### config.mk
export PLATFORM = sky130hd
export DESIGN_NAME = iram_loader
export DESIGN_NICKNAME = d
export VERILOG_FILES = /design/src/rtl/loader_pkg.sv /design/src/rtl/word_packer.sv /design/src/rtl/iram_loader.sv
export SDC_FILE = /design/constraint.sdc
export NUM_CORES = 1
export LEC_CHECK = 0
export ABC_CLOCK_PERIOD_IN_PS = 5900
export CAP_MARGIN = 20
export CORE_MARGIN = 8
export CORE_UTILIZATION = 45
export CTS_BUF_LIST = sky130_fd_sc_hd__clkbuf_8
export DETAILED_ROUTE_END_ITERATION = 8
export GPL_ROUTABILITY_DRIVEN = 0
export PLACE_DENSITY = 0.71
export RECOVER_POWER = 100
export SYNTH_ARGS = -nofsm -noshare
export SYNTH_HDL_FRONTEND = slang
export SYNTH_SLANG_ARGS = --single-unit
### constraint.sdc
create_clock -name clk_i -period 5.9 [get_ports clk_i]
set_input_delay 0.885 -clock clk_i [delete_from_list [all_inputs] [get_ports clk_i]]
set_output_delay 0.885 -clock clk_i [all_outputs]
set_load 0.03 [all_outputs]
### src/rtl/loader_pkg.sv
// Shared types and byte constants for the instruction RAM boot loader.
package loader_pkg;

    typedef enum logic [2:0] {
        S_IDLE,
        S_ADDR,
        S_LEN,
        S_DATA,
        S_RESP
    } state_t;

    localparam logic [7:0] CMD_LOAD = 8'h01;
    localparam logic [7:0] CMD_RUN  = 8'h02;
    localparam logic [7:0] CMD_HALT = 8'h03;

    localparam logic [7:0] ST_OK  = 8'h4F;
    localparam logic [7:0] ST_ERR = 8'h45;

endpackage

### src/rtl/word_packer.sv
// Assembles little-endian bytes into RAM words and issues one write strobe per word.
module word_packer #(
    parameter int unsigned XLEN = 32
) (
    input  logic            clk_i,
    input  logic            rst_n_i,
    input  logic            clear_i,
    input  logic            byte_valid_i,
    input  logic [7:0]      byte_i,
    input  logic            last_i,
    input  logic [XLEN-1:0] addr_i,
    output logic            full_c,
    output logic            wr_en_o,
    output logic [XLEN-1:0] wr_addr_o,
    output logic [XLEN-1:0] wr_data_o,
    output logic [3:0]      wr_byte_en_o
);

    logic [1:0]      lane_q;
    logic [XLEN-1:0] data_q;
    logic [3:0]      be_q;
    logic [XLEN-1:0] data_nx;
    logic [3:0]      be_nx;
    logic            flush;

    logic            wr_en_q;
    logic [XLEN-1:0] wr_addr_q;
    logic [XLEN-1:0] wr_data_q;
    logic [3:0]      wr_be_q;

    assign full_c = (lane_q == 2'd3);
    assign flush  = byte_valid_i && (full_c || last_i);

    // Merge the incoming byte into its lane
    always_comb begin
        data_nx = data_q;
        be_nx   = be_q;
        data_nx[8*lane_q +: 8] = byte_i;
        be_nx[lane_q]          = 1'b1;
    end

    // Lane accumulation and registered write port
    always_ff @(posedge clk_i) begin
        if (!rst_n_i) begin
            lane_q    <= '0;
            data_q    <= '0;
            be_q      <= '0;
            wr_en_q   <= 1'b0;
            wr_addr_q <= '0;
            wr_data_q <= '0;
            wr_be_q   <= '0;
        end else begin
            wr_en_q <= 1'b0;
            if (clear_i) begin
                lane_q <= '0;
                data_q <= '0;
                be_q   <= '0;
            end else if (flush) begin
                wr_en_q   <= 1'b1;
                wr_addr_q <= addr_i;
                wr_data_q <= data_nx;
                wr_be_q   <= be_nx;
                lane_q    <= '0;
                data_q    <= '0;
                be_q      <= '0;
            end else if (byte_valid_i) begin
                lane_q <= lane_q + 2'd1;
                data_q <= data_nx;
                be_q   <= be_nx;
            end
        end
    end

    assign wr_en_o      = wr_en_q;
    assign wr_addr_o    = wr_addr_q;
    assign wr_data_o    = wr_data_q;
    assign wr_byte_en_o = wr_be_q;

endmodule

### src/rtl/iram_loader.sv
// Boot-time loader: decodes UART command frames, fills instruction RAM, controls core reset.
module iram_loader
    import loader_pkg::*;
#(
    parameter int unsigned XLEN     = 32,
    parameter int unsigned IRAM_AW  = 14,
    parameter int unsigned TIMEOUT  = 1000000,
    parameter int unsigned BOOT_RUN = 0
) (
    input  logic            clk_i,
    input  logic            rst_n_i,
    input  logic [7:0]      rx_data_i,
    input  logic            rx_valid_i,
    output logic [7:0]      tx_data_o,
    output logic            tx_valid_o,
    input  logic            tx_ready_i,
    output logic            iram_wr_en_o,
    output logic [XLEN-1:0] iram_wr_addr_o,
    output logic [XLEN-1:0] iram_wr_data_o,
    output logic [3:0]      iram_wr_byte_en_o,
    output logic            cpu_rst_n_o,
    output logic            busy_o
);

    localparam int unsigned TMO_W = $clog2(TIMEOUT + 1);
    localparam int unsigned EW    = XLEN + 1;
    localparam logic [EW-1:0] IRAM_BYTES = EW'(1) << IRAM_AW;

    state_t            state_q, state_d;
    logic [1:0]        cnt_q, cnt_d;
    logic [XLEN-1:0]   addr_q, addr_d;
    logic [XLEN-1:0]   len_q, len_d;
    logic [XLEN-1:0]   rem_q, rem_d;
    logic [TMO_W-1:0]  tmo_q, tmo_d;
    logic [7:0]        tx_data_q, tx_data_d;
    logic              tx_valid_q, tx_valid_d;
    logic              cpu_rst_n_q, cpu_rst_n_d;
    logic              busy_q, busy_d;

    logic              pk_valid;
    logic              pk_last;
    logic              pk_clear;
    logic              pk_full_c;
    logic              tmo_hit;
    logic [XLEN-1:0]   len_full;

    assign tmo_hit  = (tmo_q == TMO_W'(TIMEOUT - 1));
    assign len_full = {rx_data_i, len_q[XLEN-1:8]};

    // State and datapath registers
    always_ff @(posedge clk_i) begin
        if (!rst_n_i) begin
            state_q     <= S_IDLE;
            cnt_q       <= '0;
            addr_q      <= '0;
            len_q       <= '0;
            rem_q       <= '0;
            tmo_q       <= '0;
            tx_data_q   <= '0;
            tx_valid_q  <= 1'b0;
            cpu_rst_n_q <= (BOOT_RUN != 0);
            busy_q      <= 1'b0;
        end else begin
            state_q     <= state_d;
            cnt_q       <= cnt_d;
            addr_q      <= addr_d;
            len_q       <= len_d;
            rem_q       <= rem_d;
            tmo_q       <= tmo_d;
            tx_data_q   <= tx_data_d;
            tx_valid_q  <= tx_valid_d;
            cpu_rst_n_q <= cpu_rst_n_d;
            busy_q      <= busy_d;
        end
    end

    // Frame decode, length checks, timeout and response sequencing
    always_comb begin
        state_d     = state_q;
        cnt_d       = cnt_q;
        addr_d      = addr_q;
        len_d       = len_q;
        rem_d       = rem_q;
        tmo_d       = tmo_q;
        tx_data_d   = tx_data_q;
        cpu_rst_n_d = cpu_rst_n_q;
        pk_valid    = 1'b0;
        pk_last     = 1'b0;
        pk_clear    = 1'b0;

        case (state_q)
            S_IDLE: begin
                tmo_d = '0;
                cnt_d = '0;
                if (rx_valid_i) begin
                    case (rx_data_i)
                        CMD_LOAD: begin
                            cpu_rst_n_d = 1'b0;
                            pk_clear    = 1'b1;
                            state_d     = S_ADDR;
                        end
                        CMD_RUN: begin
                            cpu_rst_n_d = 1'b1;
                            tx_data_d   = ST_OK;
                            state_d     = S_RESP;
                        end
                        CMD_HALT: begin
                            cpu_rst_n_d = 1'b0;
                            tx_data_d   = ST_OK;
                            state_d     = S_RESP;
                        end
                        default: begin
                            tx_data_d = ST_ERR;
                            state_d   = S_RESP;
                        end
                    endcase
                end
            end

            S_ADDR: begin
                if (rx_valid_i) begin
                    addr_d = {rx_data_i, addr_q[XLEN-1:8]};
                    cnt_d  = cnt_q + 2'd1;
                    tmo_d  = '0;
                    if (cnt_q == 2'd3) begin
                        state_d = S_LEN;
                    end
                end else if (tmo_hit) begin
                    tx_data_d = ST_ERR;
                    state_d   = S_RESP;
                end else begin
                    tmo_d = tmo_q + TMO_W'(1);
                end
            end

            S_LEN: begin
                if (rx_valid_i) begin
                    len_d = len_full;
                    cnt_d = cnt_q + 2'd1;
                    tmo_d = '0;
                    if (cnt_q == 2'd3) begin
                        rem_d = len_full;
                        if (addr_q[1:0] != 2'b00) begin
                            tx_data_d = ST_ERR;
                            state_d   = S_RESP;
                        end else if ((EW'(addr_q) + EW'(len_full)) > IRAM_BYTES) begin
                            tx_data_d = ST_ERR;
                            state_d   = S_RESP;
                        end else if (len_full == '0) begin
                            tx_data_d = ST_OK;
                            state_d   = S_RESP;
                        end else begin
                            state_d = S_DATA;
                        end
                    end
                end else if (tmo_hit) begin
                    tx_data_d = ST_ERR;
                    state_d   = S_RESP;
                end else begin
                    tmo_d = tmo_q + TMO_W'(1);
                end
            end

            S_DATA: begin
                // rem_q reaches zero on the cycle the final strobe is on the port
                if (rem_q == '0) begin
                    tx_data_d = ST_OK;
                    state_d   = S_RESP;
                end else if (rx_valid_i) begin
                    pk_valid = 1'b1;
                    pk_last  = (rem_q == XLEN'(1));
                    rem_d    = rem_q - XLEN'(1);
                    tmo_d    = '0;
                    if (pk_full_c || pk_last) begin
                        addr_d = addr_q + XLEN'(4);
                    end
                end else if (tmo_hit) begin
                    pk_clear  = 1'b1;
                    tx_data_d = ST_ERR;
                    state_d   = S_RESP;
                end else begin
                    tmo_d = tmo_q + TMO_W'(1);
                end
            end

            S_RESP: begin
                if (tx_ready_i) begin
                    state_d = S_IDLE;
                end
            end

            default: state_d = S_IDLE;
        endcase

        tx_valid_d = (state_d == S_RESP);
        busy_d     = (state_d != S_IDLE);
    end

    word_packer #(
        .XLEN (XLEN)
    ) u_packer (
        .clk_i        (clk_i),
        .rst_n_i      (rst_n_i),
        .clear_i      (pk_clear),
        .byte_valid_i (pk_valid),
        .byte_i       (rx_data_i),
        .last_i       (pk_last),
        .addr_i       (addr_q),
        .full_c       (pk_full_c),
        .wr_en_o      (iram_wr_en_o),
        .wr_addr_o    (iram_wr_addr_o),
        .wr_data_o    (iram_wr_data_o),
        .wr_byte_en_o (iram_wr_byte_en_o)
    );

    assign tx_data_o   = tx_data_q;
    assign tx_valid_o  = tx_valid_q;
    assign cpu_rst_n_o = cpu_rst_n_q;
    assign busy_o      = busy_q;

endmodule

## Yosys cells after proc, flatten, opt, wreduce, memory -nomap -nowiden

Cells that the tools add are included.

| storage, ports and cells | value |
|---|---|
| output and inout bits | 80 |
| memory bits (writable) | 0 |
| latch bits | 0 |
| bits of input ports | 12 |
| register bits | 239 |
| ROM bits | 0 |
| memories | 0 |
| word-level logic and storage cells | 141 |

| operators by class | value |
|---|---|
| div/mod/pow operators | 0 |
| shifts and indexed selects | 2 |
| equal/unequal tests | 23 |
| bitwise logic cells | 3 |
| muxes and demuxes | 58 |
| reduce and logical (&&, ||, !) cells | 28 |
| multiply operators | 0 |
| magnitude comparators | 3 |
| $add $sub $neg | 7 |

Operators by type and width:

| kind | number |
|---|---|
| 32-bit 2-to-1 mux | 8 |
| 32-bit one-hot mux with 2 select lines | 2 |
| 8-bit 2-to-1 mux | 9 |
| 32-bit logical NOT | 2 |
| 20-bit 2-to-1 mux | 3 |
| 20-bit one-hot mux with 3 select lines | 1 |
| 3-bit 2-to-1 mux | 13 |
| 5-bit negator with 34-bit output | 1 |
| 8-bit by 34-bit variable shift with 32-bit output (first input constant) | 1 |
| 8-bit by 34-bit indexed part select with 32-bit output | 1 |
| 32-bit by 32-bit adder with 33-bit output | 1 |
| 33-bit by 15-bit > comparator with 1-bit output (second input constant) | 1 |
| 32-bit by 3-bit adder with 32-bit output (second input constant) | 1 |
| 32-bit bitwise mux | 1 |
| 32-bit by 1-bit equality test with 1-bit output (second input constant) | 1 |
| 8-bit one-hot mux with 4 select lines | 1 |
| 32-bit by 1-bit subtractor with 32-bit output (second input constant) | 1 |
| 20-bit by 1-bit adder with 20-bit output (second input constant) | 1 |
| 20-bit equality test (second input constant) | 1 |
| 8-bit by 2-bit equality test with 1-bit output (second input constant) | 2 |
| 2-bit != test (second input constant) | 8 |
| 8-bit one-hot mux with 2 select lines | 1 |
| 3-bit one-hot mux with 5 select lines | 1 |
| 5-bit AND reduction | 3 |
| other kinds (28) | 59 |

## Longest topological paths before layout

Gate-level depths: netlist (run 1).

| logic depth | value |
|---|---|
| depth after elaboration | 8 |
| depth in mapped cells | 13 |
| mapped depth without buffers | 12 |

## Hierarchy

Synthesis (run 1) repeated with hierarchy kept, for this count alone.

| unflattened totals | value |
|---|---|
| cells, all modules | 1,719 |
| area, all modules | 13,282.7 sq um |

Modules (own cells, without submodules):

| module | cells each | instances | area each (sq um) | seq. area each (sq um) |
|---|---|---|---|---|
| iram_loader | 1,212 | 1 | 8,654.6 | 2,482.4 |
| word_packer | 507 | 1 | 4,628.2 | 2,142.1 |

## Least setup slack after synthesis (run 1)

Ideal clock, no wire load.

| timing path | value |
|---|---|
| path type | input -> register |
| start | input port rx_data_i[0] |
| end | register tx_data_q[1], in the netlist tx_data_o[1] |
| required time | 5,812 ps |
| data arrival time | 3,700 ps |
| cell stages on the path | 11 |
| path slack | 2,112 ps |
| buffers on the path | 1 |
| setup time | 88 ps |
| cell sequence | ha_1 -> clkbuf_1 -> a21o_1 -> a21oi_1 -> or3b_2 -> a2bb2oi_1 -> mux2i_1 -> o41ai_1 -> nor4_2 -> and2_1 -> a311oi_2 |

| on the way | value |
|---|---|
| word-level cells in the longest chain between the ends | 7 |
| elaborated cells between the ends (all ways) | 17 |
| classes of those cells | 1 x add/sub; 1 x order compare; 5 x eq/ne; 7 x mux; 3 x reduce/logical |

RTL lines:

| what | RTL line | source |
|---|---|---|
| start: declaration | iram_loader.sv:12 | `input logic [7:0] rx_data_i,` |
| 32-bit by 32-bit adder with 33-bit output | iram_loader.sv:146 | `end else if ((EW'(addr_q) + EW'(len_full)) > IRAM_BYTES) begin` |
| 33-bit by 15-bit > comparator with 1-bit output | iram_loader.sv:146 |  |
| 8-bit 2-to-1 mux | iram_loader.sv:146 |  |
| 8-bit 2-to-1 mux | iram_loader.sv:143 | `if (addr_q[1:0] != 2'b00) begin` |
| 8-bit 2-to-1 mux | iram_loader.sv:141 | `if (cnt_q == 2'd3) begin` |
| 8-bit 2-to-1 mux | iram_loader.sv:137 | `if (rx_valid_i) begin` |
| 8-bit one-hot mux with 4 select lines | iram_loader.sv:91 | `case (state_q)` |
| end signal: assignment | iram_loader.sv:70 | `tx_data_q <= tx_data_d;` |
| end: declaration | iram_loader.sv:35 | `logic [7:0] tx_data_q, tx_data_d;` |

Several ways; a longest one is shown, not always the timed one. The select of a mux whose other input is x is not followed.
A chain may end at the register's enable or synchronous reset.

## Worst setup path after layout (run 1)

| timing path | value |
|---|---|
| start | register state_q[1] |
| end | register addr_q[28] |

| on the way | value |
|---|---|
| word-level cells in the longest chain between the ends | 3 |
| elaborated cells between the ends (all ways) | 9 |
| classes of those cells | 6 x eq/ne; 1 x mux; 2 x reduce/logical |

RTL lines:

| what | RTL line | source |
|---|---|---|
| start: declaration | iram_loader.sv:29 | `state_t state_q, state_d;` |
| start signal: assignment | iram_loader.sv:64 | `state_q <= state_d;` |
| 3-bit by 2-bit equality test with 1-bit output or 3-bit by 1-bit equality test with 1-bit output (tied branches) | iram_loader.sv:91 |  |
| 2-bit != test (no line) or 2-bit nonzero test (tied branches) | n/a |  |
| 5-bit AND reduction (no line) | n/a |  |
| end signal: assignment | iram_loader.sv:66 | `addr_q <= addr_d;` |
| end: declaration | iram_loader.sv:31 | `logic [XLEN-1:0] addr_q, addr_d;` |

Several ways; a longest one is shown, not always the timed one.

==> results of run 1 <==
==> state kept, by name (all words and copies together) (netlist names), 8 cells and up <==
signal,flops
addr_q,32
len_q,24
rem_q,32
tmo_q,20
tx_data_o,8
u_packer.data_q,32
u_packer.wr_addr_o,32
u_packer.wr_data_o,32
==> per-stage QoR <==
stage | std cells | hold slack [ns] | setup slack [ns]
after floorplan | 1697 | 0.431 | 2.11
after global placement | 2076 | 0.430 | 1.32
after detailed placement | 2076 | 0.425 | 1.27
final | 2147 | 0.438 | 1.11
after CTS | 2145 | 0.440 | 1.75
after global routing | 2146 | 0.444 | 0.784
==> layer usage <==
metal	vias up	routed length [um]	GRT usage
li1	6202	-	-
met1	5981	16900	0.281
met2	481	16400	0.330
met3	87	3060	0.0429
met4	0	1180	0.0727
met5	-	0	0
==> tightest hold or removal path: stages, from the launching register on <==
cell	delay, ns
dfxtp_1	0.31
nand2_1	0.05
nor2_1	0.03
==> placed cells by master, fill, tap and decap left out, types with 12 or more instances in the layout <==
master and n:
nand2_1 269, dfxtp_1 231, nor2_1 184, a21oi_1 148, o21ai_0 105, dlygate4sd3_1 81, a21boi_0 65, clkbuf_8 55
nor2b_1 51, ha_1 45, a211oi_1 41, o211a_1 37, nor3_1 34, nand3_1 32, inv_1 29, nand4_1 24
a31oi_1 22, and3_1 18, nor4_1 16, buf_4 16, xor2_1 15, xnor2_1 15, a22oi_1 14, or3_1 12
and2_1 12
==> area by class of cell <==
type	instances	area (um^2)	share of cell area
Sequential cell	231	4620	0.309
Antenna cell	1	2.50	0.000167
Tap cell	384	480	0.0321
Clock buffer	55	757	0.0506
Multi-Input combinational cell	1330	7870	0.526
Clock inverter	14	108	0.00719
Inverter	23	86.3	0.00577
Timing Repair Buffer	109	1030	0.0692
==> path summary, 6_finish.rpt <==
path,startpoint,to,depth (start not counted)
setup / recovery,state_q[1],addr_q[28],10
hold / removal,tx_data_o[7],tx_data_o[7],2
setup reg to reg,state_q[1],addr_q[28],10
hold reg to reg,tx_data_o[7],tx_data_o[7],2
==> cell families after synthesis <==
group / after synthesis / synth area share
buffers and inverters: 136 / 0.0403
AO/OA/AOI/OAI: 539 / 0.279
XOR/XNOR: 30 / 0.0202
multiplexers: 7 / 0.00567
adder cells (fa/ha/maj): 46 / 0.0448
AND/OR/NAND/NOR: 708 / 0.254
flip-flops: 231 / 0.355
==> power groups by stage <==
stage	combinational [uW]	clock, uW	sequential (uW)
6_report	124	1570	1570
5_1_grt	134	1670	1570
4_1_cts	125	1590	1570
3_5_place_dp	125	0	1600
3_3_place_gp	123	0	1600
2_1_floorplan	75.3	0	1610
==> flow_metrics.py, run 1 <==
metrics = {
    "worst_setup_path": {
        "slowest_delay_ns": 1.14,
        "worstPathArrival_ns": 5.27,
        "worst-path-max-fanout": 78,
        "crit_buf_inv": 2,
        "required_ns": 6.38,
        "cp_cell_sequence": "nand2_1 -> nor2_4 -> clkbuf_2 -> nand3_1 -> and4_1 -> clkbuf_1 -> and2_0 -> a31oi_1 -> nor2_1 -> nor2_1",
        "r2r_slack_ns": 1.11,
        "critPathLaunchType": "flop",
        "cp_top_family": "simple AND/OR/NAND/NOR gates",
        "critPathSlowestCell": "clkbuf_2",
        "path_common_cell": "nor2_1",
        "path_class": "flop to flop",
        "crit_path_end_kind": "flop",
    },
    "yosys": {
        "async_reset_ff_frac": 0,
        "synth_cell_types": 83,
        "netlist_area_mm2": 0.0130,
        "synth_cells": 1697,
        "synth_warnings": 0,
        "synth_top_area_frac": 0.355,
        "yosysMostFrequentCell": "nand2_1",
        "synth_edf_count": 0,
        "synth_area_per_cell_um2": 7.67,
        "ys_seq_area_frac": 0.355,
        "synth_nets": 1755,
        "synth.top_cells.by_area": "dfxtp_1 (36%), nand2_1 (7.8%), a21oi_1 (5.7%), nor2_1 (5.3%), ha_1 (4.3%)",
        "ys_seq_elements": 231,
        "synth-main-ff-cell": "dfxtp_1",
        "yosysTopAreaCell": "dfxtp_1",
        "synthTopCellsByCount": "nand2_1 (269), dfxtp_1 (231), nor2_1 (185), a21oi_1 (147), o21ai_0 (105)",
    },
    "floorplanning": {
        "core_mm2": 0.0286,
        "initial_core_util": 0.454,
        "dieArea_mm2": 0.0346,
        "fp.dieH_um": 186,
        "rows": 62,
        "pin_count": 92,
        "die_w_um": 186,
    },
    "global_routing": {
        "antenna_found_initial": 0,
        "grt_start_max_net_pins": 102,
        "grt_pass1_vias": 11600,
        "grt_pass1_wl_mm": 60.1,
        "grt_use_total": 0.210,
        "global_route.overflow_total": 0,
    },
    "sta": {
        "setup_viol": 0,
        "relSlewSlack": -0.259,
        "period_needed_ns": 4.79,
        "max_freq_ghz": 0.209,
        "hold_violations": 0,
        "period_share": 0.811,
        "rsz0062_at_grt": "no",
        "finalClockSkew_ns": 0.0296,
        "drv_slew": 181,
        "worst_pin_slew_ns": 1.89,
        "fin_setup_tns_ns": 0,
    },
    "detailed_routing": {
        "initialDrtViolationCount": 1169,
        "wl_per_cell_um": 17.5,
        "via_per_inst": 5.94,
        "dr.pass1.iters": 5,
        "ant_nets": 0,
        "drc": 0,
        "routed_wl_mm": 37.5,
        "vias": 12800,
    },
    "finish": {
        "drive_above_1_share": 0.0664,
        "area_growth_pct": 15.0,
        "nFillCells": 2707,
        "nets": 1794,
        "final_area_mm2": 0.0150,
        "finalCoreUtilization": 0.523,
    },
    "place": {
        "place_area_mm2": 0.0141,
        "numPortBuffers": 91,
        "place_hpwl_mm": 25.4,
    },
    "power_and_ir_drop": {
        "p_sw_frac": 0.237,
        "intPower_uw": 2490,
        "vdd_drop_max_mv": 0.179,
        "power_uw": 3260,
        "leakage_uw": 0.00591,
        "p_sw_uw": 773,
        "pwr-share-clk": 0.480,
        "pwr_density_cell_mw_per_mm2": 218,
        "seq_power_share": 0.482,
        "p_comb_frac": 0.038,
    },
    "cts": {
        "cts_buffers": 41,
        "htree_levels": 2,
        "cts_resized": 0,
        "insertion_delay_ns": 0.55,
        "ctsHoldBuffers": 0,
        "clock_path_buffers": 3,
        "clkSinkCount": 231,
        "post_cts_buffers": 0,
        "cts_tree": "built",
        "root_buffer": "clkbuf_8",
        "clk_pin_slew_ns": 0.07,
    },
    "job": {
        "max-cap-violations": 2,
    },
    "status": {
        "violations": "capacitance limit, slew limit",
        "outcome": "finished with violations",
    },
    "hold_path": {
        "hp-class": "flop to flop",
    },
}
(Power assumes the default switching activity.)
==> run 2: changes to the inputs <==
- ABC_CLOCK_PERIOD_IN_PS: 5900 -> 4000
- PLACE_DENSITY: 0.71 -> 0.73
- clock period: 5.9 -> 4 ns (I/O delays scaled with it)
==> run 2 against run 1 <==
Net effect: the flow now finishes without violations; global-route usage up 0.67 points; non-clock buffer count rose by 57; clock skew decreased by 0.011 ns; critical path type unchanged; die area unchanged; hold slack worse by 0.0070 ns; first-iteration DRC count up 21%; final cell count increased by 2.8%; combinational power rose by 63%; sequential power increased by 48%; final area is 3.3% higher.
==> flow_metrics.py, run 2 (same netlist as run 1, synthesis figures left out) <==
metrics = {
    "detailed_routing": {
        "vias": 13000,
        "initialDrtViolationCount": 1418,
        "via_per_inst": 5.87,
        "dr.pass1.iters": 5,
        "ant_nets": 0,
        "drc": 0,
        "wl_per_cell_um": 17.3,
        "routed_wl_mm": 38.2,
    },
    "power_and_ir_drop": {
        "power_uw": 4820,
        "pwr_density_cell_mw_per_mm2": 312,
        "leakage_uw": 0.00622,
        "vdd_drop_max_mv": 0.251,
    },
    "worst_setup_path": {
        "cp_top_family": "simple AND/OR/NAND/NOR gates",
        "worst-path-max-fanout": 6,
        "crit_buf_inv": 1,
        "critPathLaunchType": "flop",
        "slowest_delay_ns": 0.55,
        "worstRegToRegCells": 13,
        "required_ns": 4.45,
        "path_depth": 13,
        "worstPathArrival_ns": 4.31,
        "critPathSlowestCell": "or4_4",
        "path_class": "flop to flop",
        "cp_cell_sequence": "ha_1 -> fa_2 -> a21o_1 -> a221oi_4 -> nor3_2 -> or4_1 -> a221oi_2 -> nand4_1 -> or4_4 -> nor4_4 -> buf_4 -> a21oi_2 -> o21a_1",
        "crit_path_end_kind": "flop",
    },
    "cts": {
        "ctsHoldBuffers": 0,
        "cts_tree": "built",
        "cts_buffers": 40,
        "insertion_delay_ns": 0.56,
        "htree_levels": 2,
        "clk_pin_slew_ns": 0.06,
        "root_buffer": "clkbuf_8",
        "clkSinkCount": 231,
        "clock_path_buffers": 3,
    },
    "global_routing": {
        "busiest_layer": "met2",
        "grt_pass1_vias": 12200,
        "global_route.overflow_total": 0,
        "globalRouteMet2Util": 0.346,
        "antenna_found_initial": 1,
        "use_met3": 0.0447,
        "grt_pass1_wl_mm": 62.0,
        "grt_use_total": 0.216,
        "grt_use_met1": 0.283,
        "grt_start_max_net_pins": 102,
    },
    "finish": {
        "area_growth_pct": 18.8,
        "final_common_cell": "nand2_1",
        "drive_above_1_share": 0.0965,
        "layout_common_cells": "nand2_1 (269), dfxtp_1 (231), nor2_1 (184)",
        "final_area_mm2": 0.0155,
        "antenna-diode-count": 0,
        "nets": 1850,
        "finalCoreUtilization": 0.540,
    },
    "sta": {
        "fin_setup_tns_ns": 0,
        "setup_ws_ns": 0.135,
        "max_freq_ghz": 0.259,
        "relSlewSlack": 0.290,
        "setup_viol": 0,
        "period_needed_ns": 3.86,
        "rsz0062_at_grt": "no",
        "finalClockSkew_ns": 0.0186,
        "drv_slew": 0,
        "period_share": 0.966,
        "worst_pin_slew_ns": 1.07,
        "hold_violations": 0,
    },
    "place": {
        "place_hpwl_mm": 26.3,
        "place_area_mm2": 0.0146,
        "numPortBuffers": 91,
        "place_ws_ns": -0.0870,
    },
    "floorplanning": {
        "die_w_um": 186,
        "initial_core_util": 0.454,
        "dieArea_mm2": 0.0346,
        "pin_count": 92,
        "fp.dieH_um": 186,
        "core_mm2": 0.0286,
        "rows": 62,
    },
    "hold_path": {
        "hp-class": "flop to flop",
        "worstHoldPathCells": 2,
    },
    "job": {
        "max-cap-violations": 0,
    },
    "status": {
        "outcome": "complete, no violations",
    },
}
[run 2: cell types whose count changed in the layout (fill, tap and decap cells not counted), sizes merged]
cell    previous run  this run
diode              1         0
clkbuf            58        60
buf               16        70
inv               31        36
[run 2: layout make-up]
class	count	area [um^2]
Clock buffer	54	743
Clock inverter	19	133
Fill cell	2658	13200
Inverter	23	86.3
Multi-Input combinational cell	1330	7910
Sequential cell	231	4620
Tap cell	384	480
Timing Repair Buffer	166	1470
[run 2: where the power goes]
group | internal, uW | total (uW) | switching [uW]
logic | 74.0 | 202 | 128
registers | 2310 | 2320 | 7.89
clock network | 1290 | 2300 | 1010
total | 3670 | 4820 | 1150
[run 2: worst min-delay path: stages, from the launching register on]
cell     delay [ns]
dfxtp_1        0.31
nand2_1        0.05
nor2_1         0.03
[run 2: what timing repair did]
item,in CTS,in global routing
endpoints found under the setup margin,0,9
gates resized for setup,0,4
setup buffers,0,1
[run 2: final timing paths]
| kind | start | slack, ns | endpoint |
|---|---|---|---|
| setup / recovery | len_q[8] | 0.14 | tx_data_o[6] |
| hold / removal | tx_data_o[5] | 0.43 | tx_data_o[5] |
| setup reg to reg | len_q[8] | 0.14 | tx_data_o[6] |
| hold reg to reg | tx_data_o[5] | 0.43 | tx_data_o[5] |
[run 2: layer usage]
metal,routed length (um),vias up
met3,2830,94
met1,17100,6050
met5,11,-
met2,17100,488
met4,1200,2
li1,-,6318
[run 2: metrics by stage]
stage	std cells	hold WS, ns
after floorplan	1697	0.431
after global placement	2133	0.428
after detailed placement	2133	0.422
after CTS	2206	0.437
after global routing	2207	0.466
final	2207	0.430
==> run 3: changes to the inputs <==
- PLACE_DENSITY: 0.73 -> 0.74
==> run 3 against run 2 <==
Net effect: critical path depth did not move; die area did not move; worst setup slack improved by 0.019 ns; final area fell by 0.69%; wire length fell by 1.0%; utilization fell by 0.37 points; via count rose by 0.52%; critical endpoint is now tx_data_o[2]; largest cell class unchanged; largest power group unchanged.
==> flow_metrics.py, run 3 (same netlist as run 1, synthesis figures left out) <==
metrics = {
    "finish": {
        "final_common_cell": "nand2_1",
        "final_area_mm2": 0.0153,
        "nFillCells": 2645,
        "area_growth_pct": 18.0,
        "drive_above_1_share": 0.0958,
        "antenna-diode-count": 0,
        "layout_common_cells": "nand2_1 (269), dfxtp_1 (231), nor2_1 (183)",
        "nets": 1856,
    },
    "sta": {
        "fin_setup_tns_ns": 0,
        "setup_viol": 0,
        "period_needed_ns": 3.85,
        "finalClockSkew_ns": 0.0364,
        "max_freq_ghz": 0.260,
        "setup_ws_ns": 0.155,
        "relSlewSlack": 0.352,
        "worst_pin_slew_ns": 0.973,
        "period_share": 0.961,
        "drv_slew": 0,
        "hold_violations": 0,
        "rsz0062_at_grt": "yes",
    },
    "global_routing": {
        "use_met3": 0.0431,
        "grt_pass1_vias": 12400,
        "antenna_found_initial": 0,
        "grt_start_max_net_pins": 102,
        "grt_pass1_wl_mm": 61.9,
        "busiest_layer": "met2",
        "grt_use_met1": 0.283,
        "grt_use_total": 0.215,
        "global_route.overflow_total": 0,
        "globalRouteMet2Util": 0.336,
    },
    "hold_path": {
        "hp-class": "flop to flop",
    },
    "place": {
        "place_hpwl_mm": 26.6,
        "place_area_mm2": 0.0146,
        "place_ws_ns": -0.0687,
        "numPortBuffers": 91,
    },
    "floorplanning": {
        "rows": 62,
        "initial_core_util": 0.454,
        "dieArea_mm2": 0.0346,
        "pin_count": 92,
        "fp.dieH_um": 186,
        "die_w_um": 186,
        "core_mm2": 0.0286,
    },
    "detailed_routing": {
        "via_per_inst": 5.89,
        "initialDrtViolationCount": 1425,
        "ant_nets": 0,
        "dr.pass1.iters": 6,
        "routed_wl_mm": 37.9,
        "vias": 13000,
        "drc": 0,
        "wl_per_cell_um": 17.1,
    },
    "cts": {
        "insertion_delay_ns": 0.56,
        "ctsHoldBuffers": 0,
        "cts_tree": "built",
        "root_buffer": "clkbuf_8",
        "clkSinkCount": 231,
        "clk_pin_slew_ns": 0.06,
        "cts_buffers": 39,
        "clock_path_buffers": 3,
        "htree_levels": 2,
    },
    "status": {
        "outcome": "complete, no violations",
    },
    "worst_setup_path": {
        "crit_path_end_kind": "flop",
        "required_ns": 4.45,
        "r2r_slack_ns": 0.15,
        "worstPathArrival_ns": 4.29,
        "path_class": "flop to flop",
        "worst-path-max-fanout": 6,
        "critPathLaunchType": "flop",
    },
    "power_and_ir_drop": {
        "pwr_density_cell_mw_per_mm2": 297,
        "vdd_drop_max_mv": 0.249,
        "leakage_uw": 0.00620,
        "power_uw": 4570,
    },
    "job": {
        "max-cap-violations": 0,
    },
}
## run 3: cell type report
type / instances / area (um^2) / share of cell area
multi-input cells: 1330 / 7890 / 0.514
clock inverters: 22 / 108 / 0.00701
clock buffers: 47 / 647 / 0.0422
repair buffers: 173 / 1510 / 0.0982
flip-flops and latches: 231 / 4620 / 0.301
well taps: 384 / 480 / 0.0313
inverters: 23 / 86.3 / 0.00563
## run 3: per-layer routing
layer | vias to the layer above | part of all wire
met5 | - | 0
met4 | 0 | 0.039
met3 | 111 | 0.082
met2 | 529 | 0.44
met1 | 6052 | 0.44
li1 | 6327 | -
## run 3: worst paths after layout
path | to | cells past startpoint | startpoint
max reg2reg | tx_data_o[2] | 13 | len_q[8]
min | tx_data_o[7] | 2 | tx_data_o[7]
min reg2reg | tx_data_o[7] | 2 | tx_data_o[7]
max | tx_data_o[2] | 13 | len_q[8]
## run 3: critical path: stages, from the launching register on
cell,delay (ns)
dfxtp_1,0.34
ha_1,0.23
fa_2,0.38
a21o_1,0.22
a221oi_4,0.26
nor3_2,0.10
or4_1,0.42
a221oi_2,0.32
nand4_1,0.14
or4_4,0.53
nor4_4,0.27
buf_4,0.19
a21oi_2,0.11
o21a_1,0.23
## run 3: through the flow
step                instances   util  hold WS, ns
floorplan                1697      -        0.431
global placement         2141  0.511        0.432
detailed placement       2141  0.511        0.421
CTS                      2210  0.538        0.434
global route             2210  0.536        0.455
finish                   2210  0.536        0.431
## run 3: timing repair
action / in CTS / in global routing
buffers inserted: 0 / 0
setup endpoints to repair: 0 / 12
gates resized for setup: 0 / 3
hold endpoints to repair: 0 / 0
## run 3: where the power goes
part	leakage, uW	total (uW)	switching, uW	internal, uW
Combinational	0.00390	200	127	73.3
Sequential	0.00186	2320	7.90	2310
Clock	0.000444	2050	975	1070
Total	0.00620	4570	1110	3450
